[config.mk]
export PLATFORM = sky130hd
export DESIGN_NAME = run_pattern_gen
export DESIGN_NICKNAME = d
export VERILOG_FILES = /design/src/rtl/run_pattern_gen.sv
export SDC_FILE = /design/constraint.sdc
export NUM_CORES = 1
export LEC_CHECK = 0
export CAP_MARGIN = 20
export CORE_MARGIN = 5
export CORE_UTILIZATION = 35
export CTS_CLUSTER_SIZE = 30
export DETAILED_ROUTE_END_ITERATION = 16
export DONT_BUFFER_PORTS = 1
export PLACE_DENSITY = 0.52
export SLEW_MARGIN = 40
export SYNTH_ARGS = -nofsm -noshare
export SYNTH_HDL_FRONTEND = slang
export SYNTH_SLANG_ARGS = --single-unit
[constraint.sdc]
create_clock -name clk -period 2 [get_ports clk]
set_input_delay 0.1 -clock clk [delete_from_list [all_inputs] [get_ports clk]]
set_output_delay 0.1 -clock clk [all_outputs]
set_load 0.01 [all_outputs]
[src/rtl/run_pattern_gen.sv]
// Serial run-length pattern generator: emits in_count ones followed by GAP zeros per frame,
// with back-to-back frame acceptance in the last gap cycle and a wrapping frame counter.
module run_pattern_gen #(
    parameter int unsigned CW  = 2,
    parameter int unsigned GAP = 1
) (
    input  logic          clk,
    input  logic          reset,
    input  logic          in_valid,
    input  logic [CW-1:0] in_count,
    output logic          in_ready,
    output logic          data,
    output logic          busy,
    output logic          done,
    output logic [7:0]    frames_sent
);

    typedef enum logic [1:0] {StIdle, StRun, StGap} state_e;

    localparam logic [3:0] GapInit = 4'(GAP);

    state_e        state;
    logic [CW-1:0] run_cnt;
    logic [3:0]    gap_cnt;
    logic          take;
    logic          run_last;

    assign take     = in_ready && in_valid;
    assign run_last = (state == StRun) && (run_cnt == CW'(1));

    // Counters hold the cycles remaining including the current one; outputs are computed
    // for the state being entered so every output comes straight from a flop.
    always_ff @(posedge clk or negedge reset) begin
        if (!reset) begin
            state       <= StIdle;
            run_cnt     <= '0;
            gap_cnt     <= '0;
            in_ready    <= 1'b0;
            data        <= 1'b0;
            busy        <= 1'b0;
            done        <= 1'b0;
            frames_sent <= '0;
        end else begin
            done     <= 1'b0;
            in_ready <= 1'b0;
            data     <= 1'b0;
            busy     <= 1'b1;
            if (take && (in_count != '0)) begin
                state   <= StRun;
                run_cnt <= in_count;
                gap_cnt <= '0;
                data    <= 1'b1;
            end else if (take || run_last) begin
                // Zero-length frames and finished runs both land in a fresh gap.
                state   <= StGap;
                run_cnt <= '0;
                gap_cnt <= GapInit;
                if (GapInit == 4'd1) begin
                    done        <= 1'b1;
                    in_ready    <= 1'b1;
                    frames_sent <= frames_sent + 8'd1;
                end
            end else begin
                case (state)
                    StRun: begin
                        run_cnt <= run_cnt - CW'(1);
                        data    <= 1'b1;
                    end
                    StGap: begin
                        if (gap_cnt == 4'd1) begin
                            state    <= StIdle;
                            gap_cnt  <= '0;
                            busy     <= 1'b0;
                            in_ready <= 1'b1;
                        end else begin
                            gap_cnt <= gap_cnt - 4'd1;
                            if (gap_cnt == 4'd2) begin
                                done        <= 1'b1;
                                in_ready    <= 1'b1;
                                frames_sent <= frames_sent + 8'd1;
                            end
                        end
                    end
                    default: begin
                        state    <= StIdle;
                        busy     <= 1'b0;
                        in_ready <= 1'b1;
                    end
                endcase
            end
        end
    end

endmodule

Word level (Yosys, flattened, before mapping) --
Cells that the tools add are included.
Storage, ports and cells: register bits after elaboration 20, output and inout port bits 12
Operators by class: bitwise operators 1, add/subtract/negate cells 3, eq/ne operators 8, reduce and logical (&&, ||, !) cells 11, muxes and demuxes 31
Operators with widths (number):
- $mux 8 | 4
- $mux 4 | 4
- $mux 1 | 14
- $mux 2 | 6
- $add 8x1->8 const B | 1
- $reduce_bool 2->1 | 3
- $reduce_bool 3->1 | 2
- $eq 2x1->1 const B | 2
- $eq 4x1->1 const B | 1
- $eq 4x2->1 const B | 1
- $ne 4x4->1 const B | 1
- $pmux 1 s2 | 2
- $pmux 2 s2 | 1
- $reduce_and 4->1 | 1
- $sub 4x1->4 const B | 1
- $logic_and 1x1->1 | 3
- $ne 3x1->1 const B | 1
- $eq 2x2->1 const B | 1
- $ne 2x2->1 const B | 1
- $reduce_and 2->1 | 1
- $sub 2x1->2 const B | 1
- $logic_or 1x1->1 | 1
- $not 1->1 | 1

Depth between registers and ports, before layout --
word-level depth 6, depth in mapped cells 9

Worst setup path after synthesis --
Ideal clock, no wire load.
path type register to register, start reg state[0], end reg frames_sent[1], slack 246 ps, clock period less this slack 1754 ps, arrival 1629 ps, cell stages (with the launch flop) 8, buffers on the path 3, library setup time 125 ps, path through dfrtp_1 > ha_1 > buf_6 > a22o_1 > buf_6 > a32o_1 > buf_6 > mux2_4
Between the ends: longest elaborated chain between the ends 5
Ends and longest elaborated chain:
- start: declaration | RTL line 22 | state_e state;
- start signal: assignment | RTL line 35 | state <= StIdle;
- start signal: assignment | RTL line 49 | state <= StRun;
- start signal: assignment | RTL line 55 | state <= StGap;
- $eq 2x1->1 | RTL line 29 | assign run_last = (state == StRun) && (run_cnt == CW'(1));
- $logic_and 1x1->1 | RTL line 29
- $logic_or 1x1->1 | RTL line 53 | end else if (take || run_last) begin
- $ne 2x2->1 (no line) / $reduce_bool 2->1 (equally long branches)
- $reduce_and 4->1 (no line)
- end signal: assignment | RTL line 61 | frames_sent <= frames_sent + 8'd1;
- end signal: assignment | RTL line 80 | frames_sent <= frames_sent + 8'd1;
- end: declaration | RTL line 15 | output logic [7:0] frames_sent
Several ways; a longest one is shown, not always the timed one. A chain may end at the register's enable or synchronous reset.

Final worst setup path --
start reg state[1], end reg frames_sent[3]
The elaborated chain is that of the path after synthesis.

==> metrics.md <==
| Metric | Value |
|---|---|
| Outcome | finished, final reports clean |
| Commonest non-fill, non-tap cells in the layout | dfrtp_1, ha_1, nand2_1, xnor2_1, nor2_1 |
| DP Wirelength | 1350 µm |
| Cts hold-fix bufs | 4 |
| Die area | 4090 µm² |
| Switching power | roughly 700 µW |
| Via density | around 5.3 |
| Htree depth | 1 |
| Sequential power share | 44.1% |
| Library cells used by synthesis | 32 |
| Vias in the first global route | 645 |
| Sink Count | 20 |
| Max-slew violation count | 0 |
| Syn Nets | roughly 100 |
| Slew @ Worst Pin | 0.526 ns |
| Yosys top cell area share | 49.1% |
| Fraction of layout cells with a size suffix above 1 | 12.1% |
| Crit path capture type | flop |
| WP data arrival | between 1.5 and 2 ns |
| DRC | 0 |
| Finish-stage setup viols | 0 |
| Worst Hold Class | primary input to flop |
| CTS tree | built |
| Setup CP Type | flop to flop |
| Initial Utilization | a little over a third |
| Final WL | around 1900 µm |
| # IOs | 17 |
| CP startpoint kind | flop |
| Nets | 112 |
| Rel. slew slack | 64.8% |
| Via count | 692 |
| Pwr Density | ~1600 nW/µm² |
| FF+latch area | 500 µm² |
| Most common cell after layout, fill and taps aside | dfrtp_1 |
| Period Utilization, post-route | between 80% and 90% |
| Largest net degree at the start of global routing | 21 |
| Rows | 19 |
| Post-synthesis cell area | slightly above 1000 µm² |
| Clk buf depth | 2 |
| Chip Height | 63.9 µm |
| IO Port Bufs | 0 |
| RSZ-0062 raised after global routing | false |
| Area of the multi-input gates | 460 µm² |
| Root Driver | clkbuf_4 |
| Hold Slack | ~0.053 ns |
| VDD IR max | 836 µV |
| Reg clk slew, reported paths | 0.13 ns |
| YS warnings | 0 |
| Clk Latency, worst-skew pair | 0.31 ns |
| Ranking of synthesized cells by area | dfrtp_1, ha_1, xnor2_1, buf_6, nand4_1 |
| Synthesis-stage register bit count | 20 |
| Crit path required time | 2.19 ns |
| GP Congestion | just under 0.7 |
| First-pass GRT wire length | approximately 3100 µm |
| Post-synthesis sequential area ratio | about 50% |
| Comb pwr share | 37.6% |
| Leak Pwr | 0.512 nW |
| Synth area leader | dfrtp_1 |
| GRT Overall Usage | 9.52% |
| Die width | 63.9 µm |
| Cts repair resizes | 0 |
| Fin. Hold Viols | 0 |
| Post-Syn Instances | 92 |
| # fillers | 269 |
| Layout area overhead | 11.1% |
| Setup TNS | 0 ns |
| Max Clock Freq | 565 MHz |
| Switching portion of total power | 38.6% |
| Clk_skew | 0.0160 ns |
| Synth Area per Inst | around 11 µm² |
| Largest fanout on the critical path | 9 |
| Grt total ovfl | 0 |
| Clock power frac | a little under a fifth |
| DRT antenna net count | 0 |
| Min cycle time layout | 1.77 ns |
| Post-synth EDFFs | 0 |
| Antenna diode count | 0 |
| Max-Cap Viols | 0 |
| Ys async rst share | 100% |
| DR WL/cell | approximately 15 µm |
| Num CTS Buffers | 3 |
| Internal | between 1 and 1.5 mW |
| Drt initial violations | 40 |
| Initial antenna violation count | 0 |
| Core box area | 2780 µm² |
| Primary FF master, synth | dfrtp_1 |
| Drt pass-1 iters | 4 |
| Postcts setup bufs | 0 |
==> sequential cells by signal (all words and copies together), names as in the netlist <==
name	flops
busy	1
data	1
done	1
frames_sent	8
gap_cnt	4
in_ready	1
run_cnt	2
state	2
==> cells in the mapped netlist (all sizes together) (2+ instances only) <==
library cell	n
or3b	2
a21oi	2
dfrtp	20
and3	2
nand4	5
o211ai	2
nand3b	2
ha	7
nand2	6
buf	4
mux2	2
xnor2	6
o21ai	3
nor2	6
inv	5
o31ai	3
nor2b	2
==> logic make-up after synthesis <==
| logic type | after synthesis | share of synthesized area (%) |
|---|---|---|
| buffers and inverters | 9 | 5.65 |
| AOI/OAI and AO/OA | 16 | 10.9 |
| adders and majority gates | 7 | 8.60 |
| and+or+nand+nor | 30 | 16.1 |
| xor gates and xnor gates | 7 | 6.02 |
| muxes | 3 | 3.56 |
| DFF | 20 | 49.1 |
==> cell type report <==
| class | instances | area share (%) |
|---|---|---|
| Sequential cell | 20 | 44.2 |
| Multi-Input combinational cell | 63 | 40.7 |
| Timing Repair Buffer | 7 | 5.31 |
| Tap cell | 31 | 3.43 |
| Clock inverter | 1 | 2.65 |
| Clock buffer | 3 | 1.99 |
| Inverter | 5 | 1.66 |
==> critical path: stages, from the launching register on <==
cell and delay, ns:
dfrtp_1 0.39, inv_1 0.08, ha_1 0.31, a22o_1 0.20, a32o_1 0.36, nand4_1 0.17, xnor2_1 0.15
==> final timing paths <==
path	startpoint	end	slack [ns]	cells past startpoint
worst min register to register	frames_sent[7]	frames_sent[7]	0.54	1
min in group asynchronous	reset	busy	0.25	2
worst max-delay path	state[1]	frames_sent[3]	0.23	6
worst max register to register	state[1]	frames_sent[3]	0.23	6
max in group asynchronous	reset	frames_sent[3]	1.42	2
worst min-delay path	in_valid	run_cnt[0]	0.05	2
==> power by group through the flow <==
stage               sequential (mW)  clock (mW)  combinational (mW)
detailed placement            0.811           0               0.668
finish                        0.798       0.332               0.680
CTS                           0.805       0.344               0.689
floorplan                     0.762           0               0.591
global route                  0.831       0.361               0.775
global placement              0.812           0               0.653
==> per-layer routing <==
metal	wire length, µm	share of wire, %	up-vias	global-route usage (%)
li1	-	-	341	-
met1	944	50	330	12.9
met2	807	42	19	13.3
met3	137	7.2	2	4.90
met4	13	0.68	0	2.34
met5	0	0	-	0
==> stage by stage <==
stage                     total power [mW]  area (µm²)  std cells  utilization (%)  worst slack, ns
after floorplan                       1.35        1020         92                -            0.246
after global placement                1.47        1030        121             37.2            0.232
after detailed placement              1.48        1030        121             37.2            0.228
after CTS                             1.84        1130        129             40.5            0.212
after global routing                  1.97        1130        130             40.7           0.0573
final                                 1.81        1130        130             40.7            0.229
Power figures use the tool's default switching activity.
